[src/rtl/arb_bus_pkg.sv]
// Shared types and helpers for the arbiter-driven burst writer.
//   NUM_M         number of requesting masters
//   state_t       burst controller states
//   onehot_valid  true when exactly one bit of a grant vector is set
package arb_bus_pkg;

  localparam int unsigned NUM_M = 4;
  localparam int unsigned ST_W  = 3;

  localparam logic [ST_W-1:0] ST_IDLE = 3'd0;
  localparam logic [ST_W-1:0] ST_XFER = 3'd1;
  localparam logic [ST_W-1:0] ST_DONE = 3'd2;
  localparam logic [ST_W-1:0] ST_ABRT = 3'd3;
  localparam logic [ST_W-1:0] ST_REL  = 3'd4;

  typedef enum logic [ST_W-1:0] {
    S_IDLE = ST_IDLE,
    S_XFER = ST_XFER,
    S_DONE = ST_DONE,
    S_ABRT = ST_ABRT,
    S_REL  = ST_REL
  } state_t;

  // Exactly one bit set: nonzero and clearing the lowest set bit leaves zero.
  function automatic logic onehot_valid(input logic [NUM_M-1:0] v);
    return (v != '0) && ((v & (v - NUM_M'(1))) == '0);
  endfunction

endpackage

[src/rtl/arb_bus_xfer_onehot_enc4.sv]
// One-hot to binary encoder for the 4-way grant.
//   onehot  in   4-bit grant vector
//   idx_c   out  binary index of the set bit (meaningful only when vld_c)
//   vld_c   out  exactly one bit of onehot is set
module onehot_enc4
  import arb_bus_pkg::*;
(
  input  logic [3:0] onehot,
  output logic [1:0] idx_c,
  output logic       vld_c
);

  assign idx_c = {onehot[3] | onehot[2], onehot[3] | onehot[1]};
  assign vld_c = onehot_valid(onehot);

endmodule

[src/rtl/arb_bus_xfer.sv]
// Burst writer driven by a 4-way arbiter grant. Captures the granted master's
// base address and length, streams its write data onto a valid/ready target
// bus, then reports done or abort to that master.
//   clk, rst    clock, synchronous active-high reset
//   gnt         one-hot grant (0 = none, multi-bit ignored)
//   m_addr      per-master base address, master i at [i*AW +: AW]
//   m_wdata     per-master write data, master i at [i*DW +: DW]
//   m_len       per-master burst length minus one, master i at [i*LW +: LW]
//   bus_valid   beat offered; bus_ready accepts it
//   bus_addr    base + beat index (wraps at 2^AW)
//   bus_wdata   owner's live write data
//   bus_last    final beat marker
//   done/abort  one-cycle per-master completion / grant-loss pulses
//   busy        controller not idle
module arb_bus_xfer
  import arb_bus_pkg::*;
#(
  parameter int unsigned AW = 8,
  parameter int unsigned DW = 16,
  parameter int unsigned LW = 4
) (
  input  logic                clk,
  input  logic                rst,
  input  logic [NUM_M-1:0]    gnt,
  input  logic [NUM_M*AW-1:0] m_addr,
  input  logic [NUM_M*DW-1:0] m_wdata,
  input  logic [NUM_M*LW-1:0] m_len,
  output logic                bus_valid,
  input  logic                bus_ready,
  output logic [AW-1:0]       bus_addr,
  output logic [DW-1:0]       bus_wdata,
  output logic                bus_last,
  output logic [NUM_M-1:0]    done,
  output logic [NUM_M-1:0]    abort,
  output logic                busy
);

  state_t           state, state_nxt;
  logic [1:0]       owner, owner_nxt;
  logic [AW-1:0]    base, base_nxt;
  logic [LW-1:0]    len, len_nxt;
  logic [LW-1:0]    beat, beat_nxt;
  logic [1:0]       cap_idx;
  logic             cap_vld;
  logic [NUM_M-1:0] owner_oh;

  onehot_enc4 u_enc (
    .onehot (gnt),
    .idx_c  (cap_idx),
    .vld_c  (cap_vld)
  );

  // State and burst context registers.
  always_ff @(posedge clk) begin
    if (rst) begin
      state <= S_IDLE;
      owner <= '0;
      base  <= '0;
      len   <= '0;
      beat  <= '0;
    end else begin
      state <= state_nxt;
      owner <= owner_nxt;
      base  <= base_nxt;
      len   <= len_nxt;
      beat  <= beat_nxt;
    end
  end

  assign owner_oh  = NUM_M'(1) << owner;
  assign bus_addr  = base + AW'(beat);
  assign bus_wdata = m_wdata[32'(owner)*DW +: DW];
  assign busy      = (state != S_IDLE);

  // Next-state and output decode.
  always_comb begin
    state_nxt = state;
    owner_nxt = owner;
    base_nxt  = base;
    len_nxt   = len;
    beat_nxt  = beat;
    bus_valid = 1'b0;
    bus_last  = 1'b0;
    done      = '0;
    abort     = '0;

    case (state)
      S_IDLE: begin
        if (cap_vld) begin
          owner_nxt = cap_idx;
          base_nxt  = m_addr[32'(cap_idx)*AW +: AW];
          len_nxt   = m_len[32'(cap_idx)*LW +: LW];
          beat_nxt  = '0;
          state_nxt = S_XFER;
        end
      end
      S_XFER: begin
        bus_valid = 1'b1;
        bus_last  = (beat == len);
        // Grant loss wins over a same-cycle handshake; that beat is not counted.
        if (!gnt[owner]) begin
          state_nxt = S_ABRT;
        end else if (bus_ready) begin
          if (beat == len) begin
            state_nxt = S_DONE;
          end else begin
            beat_nxt = beat + LW'(1);
          end
        end
      end
      S_DONE: begin
        done      = owner_oh;
        state_nxt = S_REL;
      end
      S_ABRT: begin
        abort     = owner_oh;
        state_nxt = S_REL;
      end
      S_REL: begin
        // Hold off until the arbiter drops the stale grant.
        if (gnt == '0) state_nxt = S_IDLE;
      end
      default: state_nxt = S_IDLE;
    endcase
  end

endmodule

[config.mk]
export PLATFORM = sky130hd
export DESIGN_NAME = arb_bus_xfer
export DESIGN_NICKNAME = d
export VERILOG_FILES = /design/src/rtl/arb_bus_pkg.sv /design/src/rtl/arb_bus_xfer_onehot_enc4.sv /design/src/rtl/arb_bus_xfer.sv
export SDC_FILE = /design/constraint.sdc
export NUM_CORES = 1
export LEC_CHECK = 0
export ABC_AREA = 1
export ABC_CLOCK_PERIOD_IN_PS = 1400
export CORE_UTILIZATION = 25
export DETAILED_ROUTE_END_ITERATION = 8
export DONT_BUFFER_PORTS = 1
export PLACE_DENSITY = 0.4
export SETUP_SLACK_MARGIN = 0.2
export SYNTH_ARGS = -nofsm -noshare
export SYNTH_HDL_FRONTEND = slang
export SYNTH_SLANG_ARGS = --single-unit
[constraint.sdc]
create_clock -name clk -period 1.4 [get_ports clk]
set_input_delay 0 -clock clk [delete_from_list [all_inputs] [get_ports clk]]
set_output_delay 0 -clock clk [all_outputs]
set_load 0.02 [all_outputs]
; Yosys cells after proc, flatten, opt, wreduce, memory -nomap -nowiden
; Index checks and enable logic that the tools add are counted.
[classes]
addsub = 3
order_cmp = 1
n_eq_ne = 12
shifts = 4
mux = 17
bitwise = 3
n_reduce_logical = 11
[op_table]
columns = cell, n
row1 = $shiftx A64 B7 Y16, 1
row2 = $shiftx A32 B6 Y8, 1
row3 = $mux W4, 6
row4 = $shiftx A16 B5 Y4, 1
row5 = $mux W3, 5
row6 = $pmux W3 S4, 1
row7 = $ne A2 B2 Y1 const B, 5
row8 = $add A8 B4 Y8, 1
row9 = $logic_not A4 Y1, 2
row10 = $pmux W4 S2, 1
row11 = $eq A3 B2 Y1 const B, 2
row12 = $ne A3 B3 Y1 const B, 2
row13 = $reduce_and A5 Y1, 1
row14 = $add A4 B1 Y4 const B, 1
row15 = $and A4 B4 Y4, 1
row16 = $eq A4 B4 Y1, 1
row17 = $reduce_and A4 Y1, 1
row18 = $reduce_bool A4 Y1, 1
row19 = $shl A1 B2 Y4 const A, 1
row20 = $sub A4 B1 Y4 const B, 1
row21 = $eq A3 B1 Y1 const B, 1
row22 = $eq A3 B3 Y1 const B, 1
row23 = $logic_not A3 Y1, 1
row24 = $lt A2 B3 Y1 const B, 1
row25 = other kinds (8), 11
[word_totals]
regBits = 21
inputBits = 119
output_inout_bits = 35
word_cells = 56

; Longest topological paths before layout
[depth]
ltp_word = 6
mapped_depth = 11
depth_no_buf = 11

; Hierarchy
; Synthesis repeated with hierarchy kept, for this count alone.
[unflattened]
cells_unflattened = 372
area_unflattened_um2 = 2162.1
[by_module_without_submodules]
columns = module, instances, cells_each, area_per_inst_um2, seq_area_each_um2
row1 = arb_bus_xfer, 1, 358, 2104.5, 420.4
row2 = onehot_enc4, 1, 14, 57.6, 0.0

; Worst setup path after synthesis
; No wires, ideal clock.
[synth_timing]
path_type = register -> output
start = register beat[2]
end = output bus_addr[7]
t_arrival_ns = 1.608
slack_ns = -0.208
stages_incl_launch_ff = 7
path_buffers = 0
cell_sequence = dfxtp_1 -> ha_1 -> nand3_1 -> a21boi_0 -> nor2_1 -> nor3_1 -> xor2_1
[synth_between]
elab_chain_cells = 1
[synth_rtl]
columns = item, line
row1 = from (decl), arb_bus_xfer.sv:42  ; logic [LW-1:0] beat, beat_nxt;
row2 = from (signal assigned), arb_bus_xfer.sv:66  ; beat <= beat_nxt;
row3 = $add A8 B4 Y8, arb_bus_xfer.sv:71  ; assign bus_addr = base + AW'(beat);
row4 = to (decl), arb_bus_xfer.sv:30  ; output logic [AW-1:0] bus_addr,
; No other way between the ends.

; Worst setup path in the final report
[layout_timing]
start = register beat[2]
end = output bus_last
[layout_between]
elab_chain_cells = 2
[layout_rtl]
columns = item, line
row1 = $eq A4 B4 Y1, arb_bus_xfer.sv:99  ; bus_last = (beat == len);
row2 = $mux W1, arb_bus_xfer.sv:87  ; case (state)
row3 = to (decl), arb_bus_xfer.sv:32  ; output logic bus_last,
; No other way between the ends.

==> impl_metrics.env <==
export IMPL_status="finished with violations"
export IMPL_violations="negative setup slack"
export IMPL_worstMarginPinSlew_ps=873
export IMPL_netlist_instances=335
export IMPL_period_needed_ps=1650
export IMPL_fin_cells=501
export IMPL_overflow=0
export IMPL_grt_usage_pct=16.8
export IMPL_dp_cells=463
export IMPL_yosysUniqueCellTypes=35
export IMPL_gp_congestion=0.738
export IMPL_routedWlPerCell_um=16.4
export IMPL_slew_headroom_pct=41.8
export IMPL_dp_hpwl_mm=5.51
export IMPL_max_freq_ghz=0.605
export IMPL_setup_ws_ps=-252
export IMPL_cp_max_fo=3
export IMPL_diodes=0
export IMPL_final_antenna_net_count=0
export IMPL_cts_buffers=3
export IMPL_cts_clk_slew_worst_paths_ps=80
export IMPL_pin_count=154
export IMPL_pwr_share_clk_pct=10.2
export IMPL_drv_slew=0
export IMPL_start_util_pct=26.0
export IMPL_cts_tree="yes"
export IMPL_power_uw=4030
export IMPL_hold_start="bus_ready"
export IMPL_drc=0
export IMPL_route_vias_total=2653
export IMPL_p_int_uw=2210
export IMPL_swShare_pct=45.1
export IMPL_final_common_cell="buf_4"
export IMPL_syn_num_nets=460
export IMPL_synth_edf_count=0
export IMPL_worst_setup_path_end_kind="output port"
export IMPL_grt_setup_unrepaired="true"
export IMPL_cts_path_max_buffers=2
export IMPL_power_density_nw_per_um2=1060
export IMPL_first_pass_iters=6
export IMPL_cp_required_ps=1400
export IMPL_flow_area_growth_from_synthesis_pct=77.7
export IMPL_r2r_slack_ps=-160
export IMPL_yosysWarnings=0
export IMPL_synth_top_flop_cell="dfxtp_1"
export IMPL_grt_pass1_wl_mm=11.7
export IMPL_skew_ps=7.33
export IMPL_p_comb_share_pct=69.8
export IMPL_holdPathStages=4
export IMPL_die_y_um=94.4
export IMPL_finalSetupViolCount=13
export IMPL_period_share_pct=118
export IMPL_num_fill_cells=809
export IMPL_dp_slack_ps=-47.1
export IMPL_startpoint_type="register"
export IMPL_crit_type="reg -> out"
export IMPL_p_sw_uw=1820
export IMPL_final_cell_mix="buf_4 (39), nand3_1 (34), nor2_1 (34), nand2_1 (24), o22ai_1 (24)"
export IMPL_syn_area_um2=2130
export IMPL_wirelength_mm=8.20
export IMPL_layout_drive_gt1_share_pct=56.1
export IMPL_port_buffers=0
export IMPL_hold_end="state[1]$_SDFFE_PP0P_"
export IMPL_r2r_start="beat[2]$_SDFFE_PP0P_"
export IMPL_synth_area_per_cell_um2=6.37
export IMPL_clock_sinks=21
export IMPL_die_x_um=94.4
export IMPL_via_per_inst=5.30
export IMPL_worst_r2r_cell_count=11
export IMPL_ys_seq_area_share_pct=19.7
export IMPL_async_flop_share_pct=0
export IMPL_r2r_end="beat[2]$_SDFFE_PP0P_"
export IMPL_fin_nets=522
export IMPL_grt_antenna_before_repair=0
export IMPL_drt_iter0_markers=53
export IMPL_clk_latency_ps=260
export IMPL_min_path_type="in -> reg"
export IMPL_maxCapViolCount=0
export IMPL_coreArea_um2=8220
export IMPL_row_count=33
export IMPL_leakagePower_uw=0.00147
export IMPL_ys_ff_latch=21
export IMPL_max_vdd_ir_drop_uv=417
export IMPL_final_hold_viol_count=0
export IMPL_cts_root_buffer="clkbuf_8"
export IMPL_whs_ps=108
export IMPL_first_global_vias=2466
export IMPL_die_area_um2=8910
export IMPL_worst_ep_arrival_time_ps=1650
export IMPL_seqPwrFrac_pct=20.0
export IMPL_grt_max_degree=25
export IMPL_ctsHtreeMaxLevel=1
-- critical path, stage by stage, from the launching register on --
cell and delay, ps:
dfxtp_4 360, buf_6 110, buf_6 100, buf_6 110, buf_12 120, nand2_4 50
nand2_4 50, nor2_4 140, nand3_4 110, buf_6 140, clkinvlp_4 110
-- cells by family (layout without fill, tap and decap cells) --
kind of cell	after synthesis	count (layout)	share of synthesized area, %
simple gates	157	157	36.4
flops	21	21	19.7
compound gates	92	92	25.9
buf+inv	51	112	10.9
fa+ha+maj	6	6	3.87
xor+xnor	8	8	3.28
-- Yosys cell counts (2+ instances only) --
| cell | n | area share, % |
|---|---|---|
| nand3_2 | 3 | 1.4 |
| inv_1 | 25 | 4.4 |
| buf_2 | 10 | 2.3 |
| nand2_1 | 33 | 5.8 |
| a21oi_1 | 22 | 5.2 |
| nor2_1 | 44 | 7.7 |
| a22oi_1 | 16 | 5.6 |
| nand2_2 | 8 | 2.3 |
| ha_1 | 5 | 2.9 |
| o21ai_1 | 4 | 0.94 |
| nor2_2 | 4 | 1.2 |
| buf_6 | 3 | 1.6 |
| inv_2 | 3 | 0.53 |
| xor2_1 | 7 | 2.9 |
| nor2_4 | 2 | 1.1 |
| nand4_1 | 3 | 0.88 |
| o21ai_0 | 22 | 5.2 |
| clkbuf_1 | 7 | 1.2 |
| dfxtp_1 | 21 | 20 |
| o22ai_1 | 24 | 7.0 |
| nand3_1 | 55 | 13 |
-- power groups by stage --
stage	combinational, uW	clock, uW	sequential, uW
final	2810	410	807
after global routing	3020	464	821
after CTS	2680	443	799
after detailed placement	1850	0	790
after global placement	1840	0	790
after floorplan	1360	0	787
-- worst max path at each step --
stage | start | to | slack, ps | cells after the start
after global routing | base[2]$_SDFFE_PP0P_ | bus_addr[5] | -340 | 7
after floorplan | beat[2]$_SDFFE_PP0P_ | bus_addr[7] | -90 | 6
final | beat[2]$_SDFFE_PP0P_ | bus_last | -250 | 10
after detailed placement | beat[2]$_SDFFE_PP0P_ | bus_addr[7] | -50 | 7
after CTS | beat[2]$_SDFFE_PP0P_ | bus_addr[5] | -280 | 7
after global placement | beat[2]$_SDFFE_PP0P_ | bus_addr[7] | -80 | 7
-- routing by layer --
metal / GRT usage, % / vias up / part of all wire (%)
li1: - / 1298 / -
met5: 0 / - / 0
met4: 2.31 / 0 / 0.098
met1: 19.1 / 1252 / 39
met2: 33.6 / 101 / 56
met3: 2.01 / 2 / 5.5
-- metrics by stage --
stage               area (um2)  utilization (%)  setup TNS, ps
finish                    3790             46.1          -2200
global route              3790             46.1          -3360
CTS                       3590             43.7          -2320
detailed placement        2630             32.0          -51.5
global placement          2630             32.0           -109
floorplan                 2270                -          -91.7
-- sequential cells by signal, summed over array words and instances (netlist names) --
signal / cells
base: 8
beat: 4
owner: 2
state: 3
len: 4
-- layout make-up --
class,instances,area (um2),area share (%)
clock buffer,4,45.0,1.19
inverter,28,130,3.43
multi-input combinational,263,2100,55.3
sequential,21,448,11.8
tap,105,131,3.47
timing repair buffer,80,940,24.8
-- timing repair --
action,CTS,global route
setup buffers,17,6
pin swaps,64,40
hold endpoints to repair,5,0
cloned,7,1
resized for setup,134,35
hold buffers,3,0
endpoints found under the setup margin,50,52
Note: power is estimated with default switching activity, not from simulation.
